## config.mk

```make
export PLATFORM = sky130hd
export DESIGN_NAME = logic_exec_stage
export DESIGN_NICKNAME = d
export VERILOG_FILES = /design/src/rtl/logic_exec_stage_pkg.sv /design/src/rtl/logic_op_unit.sv /design/src/rtl/logic_exec_stage.sv
export SDC_FILE = /design/constraint.sdc
export NUM_CORES = 1
export LEC_CHECK = 0
export ABC_AREA = 1
export BUFFER_PORTS_ARGS = -buffer_cell sky130_fd_sc_hd__buf_2
export CORE_MARGIN = 2
export CORE_UTILIZATION = 52
export CTS_CLUSTER_DIAMETER = 30
export DETAILED_ROUTE_END_ITERATION = 6
export GPL_ROUTABILITY_DRIVEN = 0
export GPL_TIMING_DRIVEN = 1
export HOLD_SLACK_MARGIN = 0.02
export PLACE_DENSITY_LB_ADDON = 0.25
export SETUP_SLACK_MARGIN = 0.02
export SYNTH_ARGS = -nofsm -noshare
export SYNTH_HDL_FRONTEND = slang
export SYNTH_HIERARCHICAL = 1
export SYNTH_SLANG_ARGS = --single-unit
```

## constraint.sdc

```tcl
create_clock -name Clock -period 1.95 [get_ports Clock]
set_clock_uncertainty 0.2 [all_clocks]
set_input_delay 0.0975 -clock Clock [delete_from_list [all_inputs] [get_ports Clock]]
set_output_delay 0.0975 -clock Clock [all_outputs]
set_load 0.02 [all_outputs]
```

## src/rtl/logic_exec_stage_pkg.sv

```systemverilog
// Shared definitions for the logic execution stage.
// Holds the 2-bit operation encodings and the result buffer depth.
package logic_exec_stage_pkg;

    localparam logic [1:0] OP_AND = 2'b00;
    localparam logic [1:0] OP_OR  = 2'b01;
    localparam logic [1:0] OP_XOR = 2'b10;
    localparam logic [1:0] OP_NOR = 2'b11;

    localparam int unsigned BUF_DEPTH = 2;

endpackage

```

## src/rtl/logic_op_unit.sv

```systemverilog
// Combinational bitwise operation unit.
// Optionally inverts the operands according to BubblesMask, then applies Op.
// Ports:
//   A, B   : operands (NrOfBits)
//   Op     : operation select (AND, OR, XOR, NOR)
//   Result : operation result (NrOfBits)
//   Zero   : high when Result is all zeros
module logic_op_unit
    import logic_exec_stage_pkg::*;
#(
    parameter int unsigned NrOfBits    = 32,
    parameter int unsigned BubblesMask = 0
) (
    input  logic [NrOfBits-1:0] A,
    input  logic [NrOfBits-1:0] B,
    input  logic [1:0]          Op,
    output logic [NrOfBits-1:0] Result,
    output logic                Zero
);

    localparam bit InvA = (BubblesMask & 32'd1) != 0;
    localparam bit InvB = (BubblesMask & 32'd2) != 0;

    logic [NrOfBits-1:0] a_m;
    logic [NrOfBits-1:0] b_m;

    always_comb begin
        a_m = InvA ? ~A : A;
        b_m = InvB ? ~B : B;
        case (Op)
            OP_AND:  Result = a_m & b_m;
            OP_OR:   Result = a_m | b_m;
            OP_XOR:  Result = a_m ^ b_m;
            OP_NOR:  Result = ~(a_m | b_m);
            default: Result = '0;
        endcase
        Zero = (Result == '0);
    end

endmodule

```

## src/rtl/logic_exec_stage.sv

```systemverilog
// Logic execution stage with a 2-entry in-order result buffer.
// Accepted requests are computed by logic_op_unit and stored with their zero
// flag; results appear one cycle after acceptance and drain in order.
// Optional feature: define LOGIC_EXEC_STAGE_PARITY_EN to add Out_Parity, the
// XOR reduction of the head result, stored per entry.
// Ports:
//   Clock, Reset         : clock, synchronous active-high reset
//   In_Valid / In_Ready  : request handshake (In_Ready is registered)
//   In_Op, In_A, In_B    : operation select and operands
//   Out_Valid / Out_Ready: result handshake
//   Out_Result, Out_Zero : head result and its zero flag (0 when empty)
//   Out_Parity           : head result parity (only with the macro defined)
module logic_exec_stage
    import logic_exec_stage_pkg::*;
#(
    parameter int unsigned NrOfBits    = 32,
    parameter int unsigned BubblesMask = 0
) (
    input  logic                Clock,
    input  logic                Reset,
    input  logic                In_Valid,
    output logic                In_Ready,
    input  logic [1:0]          In_Op,
    input  logic [NrOfBits-1:0] In_A,
    input  logic [NrOfBits-1:0] In_B,
    output logic                Out_Valid,
    input  logic                Out_Ready,
    output logic [NrOfBits-1:0] Out_Result,
    output logic                Out_Zero
`ifdef LOGIC_EXEC_STAGE_PARITY_EN
    ,
    output logic                Out_Parity
`endif
);

    localparam logic [1:0] DepthCnt = 2'(BUF_DEPTH);

    logic [NrOfBits-1:0] res_q [BUF_DEPTH];
    logic                zero_q [BUF_DEPTH];
`ifdef LOGIC_EXEC_STAGE_PARITY_EN
    logic                par_q [BUF_DEPTH];
`endif
    logic [1:0]          count_q;
    logic [1:0]          count_d;
    logic                rd_ptr_q;
    logic                wr_ptr_q;
    logic                in_ready_q;

    logic [NrOfBits-1:0] op_result;
    logic                op_zero;
    logic                push;
    logic                pop;

    logic_op_unit #(
        .NrOfBits    (NrOfBits),
        .BubblesMask (BubblesMask)
    ) u_op_unit (
        .A      (In_A),
        .B      (In_B),
        .Op     (In_Op),
        .Result (op_result),
        .Zero   (op_zero)
    );

    assign push = In_Valid && in_ready_q;
    assign pop  = Out_Valid && Out_Ready;

    always_comb begin
        count_d = count_q;
        case ({push, pop})
            2'b10:   count_d = count_q + 2'd1;
            2'b01:   count_d = count_q - 2'd1;
            default: count_d = count_q;
        endcase
    end

    always_ff @(posedge Clock) begin
        if (Reset) begin
            count_q    <= '0;
            rd_ptr_q   <= 1'b0;
            wr_ptr_q   <= 1'b0;
            in_ready_q <= 1'b1;
            for (int i = 0; i < BUF_DEPTH; i++) begin
                res_q[i]  <= '0;
                zero_q[i] <= 1'b0;
`ifdef LOGIC_EXEC_STAGE_PARITY_EN
                par_q[i]  <= 1'b0;
`endif
            end
        end else begin
            if (push) begin
                res_q[wr_ptr_q]  <= op_result;
                zero_q[wr_ptr_q] <= op_zero;
`ifdef LOGIC_EXEC_STAGE_PARITY_EN
                par_q[wr_ptr_q]  <= ^op_result;
`endif
                wr_ptr_q         <= ~wr_ptr_q;
            end
            if (pop) begin
                rd_ptr_q <= ~rd_ptr_q;
            end
            count_q    <= count_d;
            // Registered from the next count, so a slot freed by a pop is
            // only offered on the following cycle.
            in_ready_q <= (count_d < DepthCnt);
        end
    end

    always_comb begin
        In_Ready   = in_ready_q;
        Out_Valid  = (count_q != 2'd0);
        Out_Result = Out_Valid ? res_q[rd_ptr_q] : '0;
        Out_Zero   = Out_Valid ? zero_q[rd_ptr_q] : 1'b0;
`ifdef LOGIC_EXEC_STAGE_PARITY_EN
        Out_Parity = Out_Valid ? par_q[rd_ptr_q] : 1'b0;
`endif
    end

endmodule

```

==> results of run 1 <==
## placed cells by master, fill, tap and decap left out
cell type and count:
o21ai_0 2, inv_4 1, inv_2 3, nor2_4 3
nand4_1 10, nand4_2 18, nand2_2 13, nor2_2 5
ha_1 65, o21ai_1 1, clkbuf_1 1, nand3_2 8
buf_12 4, nand3_1 42, inv_1 144, a21oi_1 33
dfxtp_1 5, nand4_4 1, nand2_1 170, clkinv_4 1
buf_2 104, nor2_1 90, edfxtp_1 66, clkinv_2 3
a21oi_2 1, buf_4 13, bufinv_16 2, clkbuf_8 9
dlygate4sd3_1 3, o21bai_1 1, dfxtp_2 1
## report_power, final
part           total (mW)  switching (mW)  internal [mW]  leakage, nW
Sequential           1.98          0.0929           1.89        0.741
Combinational        1.79            1.21          0.583         2.45
Clock                1.25           0.531          0.716        0.110
## worst paths after layout
path                   from             end
setup / recovery  flip-flop  Out_Result[22]
hold reg to reg    rd_ptr_q        rd_ptr_q
hold / removal     In_A[25]    res_q[0][25]
setup reg to reg  flip-flop        In_Ready
## state kept, by name (all words and copies together) (netlist names), named ones only
name / flops
In_Ready: 1
count_q: 1
rd_ptr_q: 1
res_q: 64
wr_ptr_q: 1
zero_q: 2
## layer usage
layer / GRT usage / part of all wire / vias up
met5: 0 / 0 / -
li1: - / - / 2431
met2: 0.365 / 0.47 / 155
met1: 0.304 / 0.46 / 2132
met3: 0.0344 / 0.055 / 9
met4: 0.0723 / 0.012 / 0
## synth_stat cells (all sizes together)
master	count
nand2	183
inv	148
nor2	98
edfxtp	66
ha	65
nand3	50
a21oi	34
buf	31
nand4	29
dfxtp	6
o21ai	3
clkbuf	1
o21bai	1
## through the flow
step           hold WS, ns  setup slack (ns)  total power, mW  cell area, um^2  cells
6_report             0.197             0.106             5.01             6510    963
5_1_grt              0.220            0.0295             5.31             6510    963
4_1_cts              0.179            0.0909             5.04             6500    963
3_5_place_dp         0.207            0.0505             3.80             6260    944
3_3_place_gp         0.189            0.0741             3.74             6260    944
2_1_floorplan       0.0610            0.0202             3.23             5690    715
## critical path, stage by stage, from the launching register on
cell	delay [ns]
dfxtp_2	0.40
inv_2	0.08
buf_4	0.23
nand2_1	0.08
a21oi_1	0.20
buf_2	0.21
## cell type report
class                   count  area share
multi-input cells         463       0.420
flip-flops and latches     72       0.323
repair buffers            124       0.112
inverters                 148      0.0858
well taps                 140      0.0269
clock buffers              10      0.0196
clock inverters             6      0.0129
## repair_timing
item	in CTS	in global routing
resized for setup	1	1
setup endpoints to repair	14	1
hold endpoints to repair	6	0
hold buffers	3	0
## logic make-up after synthesis
| group | Yosys count | share of synthesized area |
|---|---|---|
| buffers and inverters | 180 | 0.151 |
| AO/OA/AOI/OAI | 38 | 0.0339 |
| adder cells (fa/ha/maj) | 65 | 0.143 |
| flip-flops | 72 | 0.370 |
| AND/OR/NAND/NOR | 360 | 0.302 |
==> key figures, run 1 <==
Synthesis
  – Yosys cell types: 25
  – Post-synth top area cell: edfxtp_1
  – Mean area per synthesized cell: 7.95 um^2
  – Post-Synthesis Cell Area: around 5700 um^2
  – Top cell type's share of synthesized area: 0.349
  – Ys Warns: 6
  – Top post-synthesis cells by area: edfxtp_1 35%, ha_1 14%, nand2_1 11%, inv_1 9.5%, nor2_1 5.9%
  – Synthesized instance count: about 720
  – Seq/Total Area, Yosys: 0.370
  – Syn Nets: 850
  – Post-synthesis register bit count: about 70

Power and ir drop
  – Pwr Density: 770 nW/um^2
  – P_leak: about 3.3 nW
  – VDD IR max: ~0.68 mV

CTS
  – Clock latency on the worst-skew pair: approximately 0.34 ns
  – Clock Tree Buf Depth: 2
  – Clk sinks: between 70 and 80
  – Post-CTS setup buffer count: 0
  – Root cell of the clock tree: clkbuf_8
  – Clock slew at reported path FFs: 0.07 ns
  – CTS tree: done
  – H-tree Lvls: 3
  – CTS Buf Count: 9

Cells and area
  – Layout cell share with drive strength beyond 1: 0.231
  – Net count, final: 953
  – Reg area: between 2000 and 2500 um^2
  – Final Core Density: 0.606
  – # fillers: a little over 1000
  – Area of the multi-input gates: 2730 um^2
  – Area growth, synth to finish: 14.5%
  – # diodes: 0

Setup path
  – Critical Setup Path Class: flip-flop to output port
  – Worst reg-to-reg path cell count: 7
  – Critical Path Fanout Max: 19
  – R2R Setup Slk: 0.38 ns
  – Worst EP arrival: about 1.6 ns
  – CP endpoint kind: output port
  – Startpoint Class: flip-flop
  – Data required time of the worst path: ~1.7 ns

Timing
  – Slew @ Worst Pin: 0.583 ns
  – Count of final setup violators: 0
  – Hold Fails Final Rpt: 0
  – Unrepaired setup endpoints after global routing: false
  – Highest achievable clock rate: about 540 MHz
  – TNS Setup: 0 ns
  – Part of the cycle the worst path needs: 0.946
  – Final Slew Violations: 0
  – Slew HR: 0.611
  – Tmin final: roughly 1.8 ns

GRT
  – Largest net degree at the start of global routing: 35
  – Antenna violations before repair: 0
  – Vias in the first global route: 4526
  – GRT Total Usage: 0.223
  – Grt ovf: 0
  – First-pass GRT wire length: around 21000 um

Job
  – Max Cap Violations: 0

Drt
  – DR iter-0 viols: about 350
  – Vias per cell: 4.91
  – Pre-antenna DRT Iters: 5
  – DRC Markers: 0
  – Vias: ~4700
  – Final WL: 12700 um
  – Post-DR wirelength/cell: between 10 and 15 um
  – Final ANT Viol Nets: 0

Floorplan
  – Die Ht: between 100 and 150 um
  – Num rows: 38
  – Die X: approximately 110 um
  – DIE AREA: between 10000 and 15000 um^2
  – Core ar.: 10700 um^2
  – Starting Density: 0.529
  – Boundary pin count: between 100 and 150

Placed design
  – PortBufs: around 100
  – Dpl hpwl: 9280 um

Min path
  – Worst hold stages: 6
  – Worst min-delay path category: primary input to flip-flop

Outcome
  – Outcome: completed
(Power assumes the default switching activity.)
==> run 2: changes to the inputs <==
CELL_PAD_IN_SITES_DETAIL_PLACEMENT = 1   (was default)
CELL_PAD_IN_SITES_GLOBAL_PLACEMENT = 2   (was default)
CORE_UTILIZATION = 30   (was 52)
==> run 2 against run 1 <==
Core utilization fell by 24 points. Fmax rose by 2.7%. Critical endpoint is now Out_Result[4]. Critical path depth did not move. Flip-flop and latch count did not move. Largest power group unchanged.
==> key figures, run 2 (same netlist as run 1, synthesis figures left out) <==
Cells and area
  – Design Area, Final: 6790 um^2 (+4.3%)
  – # fillers: 2302 (+130%)
  – Area growth, synth to finish: 19.4%
  – Biggest regs: res_q (64), zero_q (2)
  – Max reg flops: 64 (unchanged)
  – Commonest non-fill, non-tap cell in the layout: nand2_1
  – Top reg by flops: res_q
  – Reg area: 2100 um^2 (unchanged)
  – # diodes: 0 (unchanged)
  – Area of the multi-input gates: 2730 um^2 (unchanged)
  – Highest-count cells in the layout ignoring fill and taps: 170 x nand2_1, 144 x inv_1, 104 x buf_2
  – Net count, final: 956 (+0.31%)
  – Layout cell share with drive strength beyond 1: 0.232 (+0.00158)

Drt
  – Post-DR wirelength/cell: 14.4 um (+9.6%)
  – DR iter-0 viols: 151 (-57%)
  – Vias: 4772 (+0.95%)
  – Final WL: 15300 um (+21%)
  – Final ANT Viol Nets: 0 (unchanged)
  – Pre-antenna DRT Iters: 4 (-1)
  – Vias per cell: 4.50 (-8.3%)
  – DRC Markers: 0 (unchanged)

Timing
  – Part of the cycle the worst path needs: 0.921 (-0.0249)
  – Hold Fails Final Rpt: 0 (unchanged)
  – Slew @ Worst Pin: 0.425 ns (-0.158 ns)
  – Worst hold margin: 0.204 ns (+0.00684 ns)
  – Final Slew Violations: 0 (unchanged)
  – Slew HR: 0.717 (+0.106)
  – Unrepaired setup endpoints after global routing: false
  – TNS Setup: 0 ns (unchanged)
  – Setup WS post-layout: 0.155 ns (+0.0486 ns)
  – Count of final setup violators: 0 (unchanged)
  – Tmin final: 1.80 ns (-0.0486 ns)
  – Highest achievable clock rate: 557 MHz (+2.7%)

Setup path
  – Slowest-stage cell, CP: dfxtp_2
  – Startpoint Class: flip-flop
  – Critical-path cell list: inv_2 -> buf_4 -> nand2_1 -> a21oi_2 -> buf_2
  – Worst reg-to-reg path cell count: 7 (unchanged)
  – Crit-path max cell delay: 0.37 ns (-0.03 ns)
  – Worst path bufs/invs: 3 (unchanged)
  – Critical Path Fanout Max: 10 (-9)
  – Critical Setup Path Class: flip-flop to output port
  – CP Depth: 5 (unchanged)
  – Top cell family by delay on the critical path: buffers and inverters
  – RR Endpoint: In_Ready
  – R2R Setup Slk: 0.34 ns (-0.04 ns)
  – Data required time of the worst path: 1.65 ns (about the same)
  – Worst setup endpoint: Out_Result[4]
  – CP endpoint kind: output port
  – Worst EP arrival: 1.50 ns (-0.05 ns)

CTS
  – Clock Tree Buf Depth: 2 (unchanged)
  – Post-CTS setup buffer count: 0 (unchanged)
  – Root cell of the clock tree: clkbuf_16
  – CTS Buf Count: 9 (unchanged)
  – Clock slew at reported path FFs: 0.06 ns (about the same)
  – Clock latency on the worst-skew pair: 0.33 ns (about the same)
  – H-tree Lvls: 3 (unchanged)
  – Clk sinks: 72 (unchanged)
  – CTS tree: done

Floorplan
  – Die Ht: 142 um (+30%)
  – DIE AREA: 20100 um^2 (+70%)
  – Die X: 142 um (+30%)
  – Starting Density: 0.305 (-0.224)
  – Boundary pin count: 105 (unchanged)
  – Num rows: 50 (+32%)
  – Core ar.: 18600 um^2 (+73%)

GRT
  – Largest net degree at the start of global routing: 35 (unchanged)
  – Antenna violations before repair: 0 (unchanged)
  – GRT Total Usage: 0.157 (-0.0666)
  – First-pass GRT wire length: 24800 um (+21%)
  – Grt ovf: 0 (unchanged)
  – Vias in the first global route: 5049 (+12%)

Power and ir drop
  – Total power: 5.58 mW (+11%)
  – Pwr Density: 822 nW/um^2 (+6.7%)
  – VDD IR max: 0.494 mV (-27%)
  – Combinational share of power: 0.341 (-0.016)
  – P_leak: 3.38 nW (+2.3%)
  – Sequential share of power: 0.354 (-0.041)
  – Clk pwr share: 0.305 (+0.056)
  – Internal power: 3.62 mW (+14%)
  – Net Sw Frac: 0.351 (-0.0144)
  – Net switching power: 1.96 mW (+6.9%)

Placed design
  – Place WS: 0.00571 ns (-0.0448 ns)
  – Dpl hpwl: 11700 um (+26%)
  – PortBufs: 104 (unchanged)
  – Placed Area: 6440 um^2 (+2.8%)

Job
  – Max Cap Violations: 0 (unchanged)

Min path
  – Worst min-delay path category: primary input to flip-flop

Outcome
  – Outcome: completed
run 2: cell count changes in the layout (fill, tap and decap cells not counted), sizes merged:
cell    before  now
buf        121  124
clkbuf      10    9
clkinv       4    5
run 2: worst min-delay path, stage by stage:
cell and delay, ns:
buf_2 0.09, ha_1 0.13, nand2_1 0.06, nand4_2 0.10, inv_1 0.05, nor2_1 0.09
run 2: worst min path at each step:
stage | slack (ns) | from | cells past startpoint | end
floorplan | 0.06 | Reset | 2 | In_Ready
global placement | 0.18 | Reset | 3 | In_Ready
detailed placement | 0.19 | Reset | 3 | In_Ready
CTS | 0.21 | In_B[16] | 6 | res_q[1][16]
global route | 0.25 | In_A[18] | 6 | res_q[0][18]
finish | 0.20 | In_B[16] | 6 | res_q[1][16]
run 2: through the flow:
stage,util,instances
2_1_floorplan,-,715
3_3_place_gp,0.345,1041
3_5_place_dp,0.345,1041
4_1_cts,0.364,1060
5_1_grt,0.364,1060
6_report,0.364,1060
run 2: power groups by stage:
| stage | clock network [mW] | registers [mW] | logic [mW] |
|---|---|---|---|
| after floorplan | 0 | 1.98 | 1.25 |
| after global placement | 0 | 2.00 | 1.88 |
| after detailed placement | 0 | 2.01 | 1.93 |
| after CTS | 1.73 | 1.98 | 1.95 |
| after global routing | 1.80 | 2.00 | 2.13 |
| final | 1.70 | 1.97 | 1.90 |
run 2: layer usage:
layer | vias up | global-route usage | share of wire
li1 | 2439 | - | -
met2 | 89 | 0.276 | 0.48
met5 | - | 0 | 0
met4 | 0 | 0.0379 | 0.0096
met3 | 11 | 0.0209 | 0.040
met1 | 2233 | 0.204 | 0.47
run 2: cell type report:
type                       instances  share of cell area
clock inverter                     7              0.0127
sequential                        72               0.310
multi-input combinational        463               0.403
timing repair buffer             127               0.116
inverter                         148              0.0822
tap                              234              0.0431
clock buffer                       9              0.0332
run 2: what timing repair did:
item / 4_1_cts / 5_1_grt
endpoints found under the hold margin: 6 / 0
hold buffers: 3 / 0
resized for setup: 0 / 2
setup endpoints to repair: 0 / 9
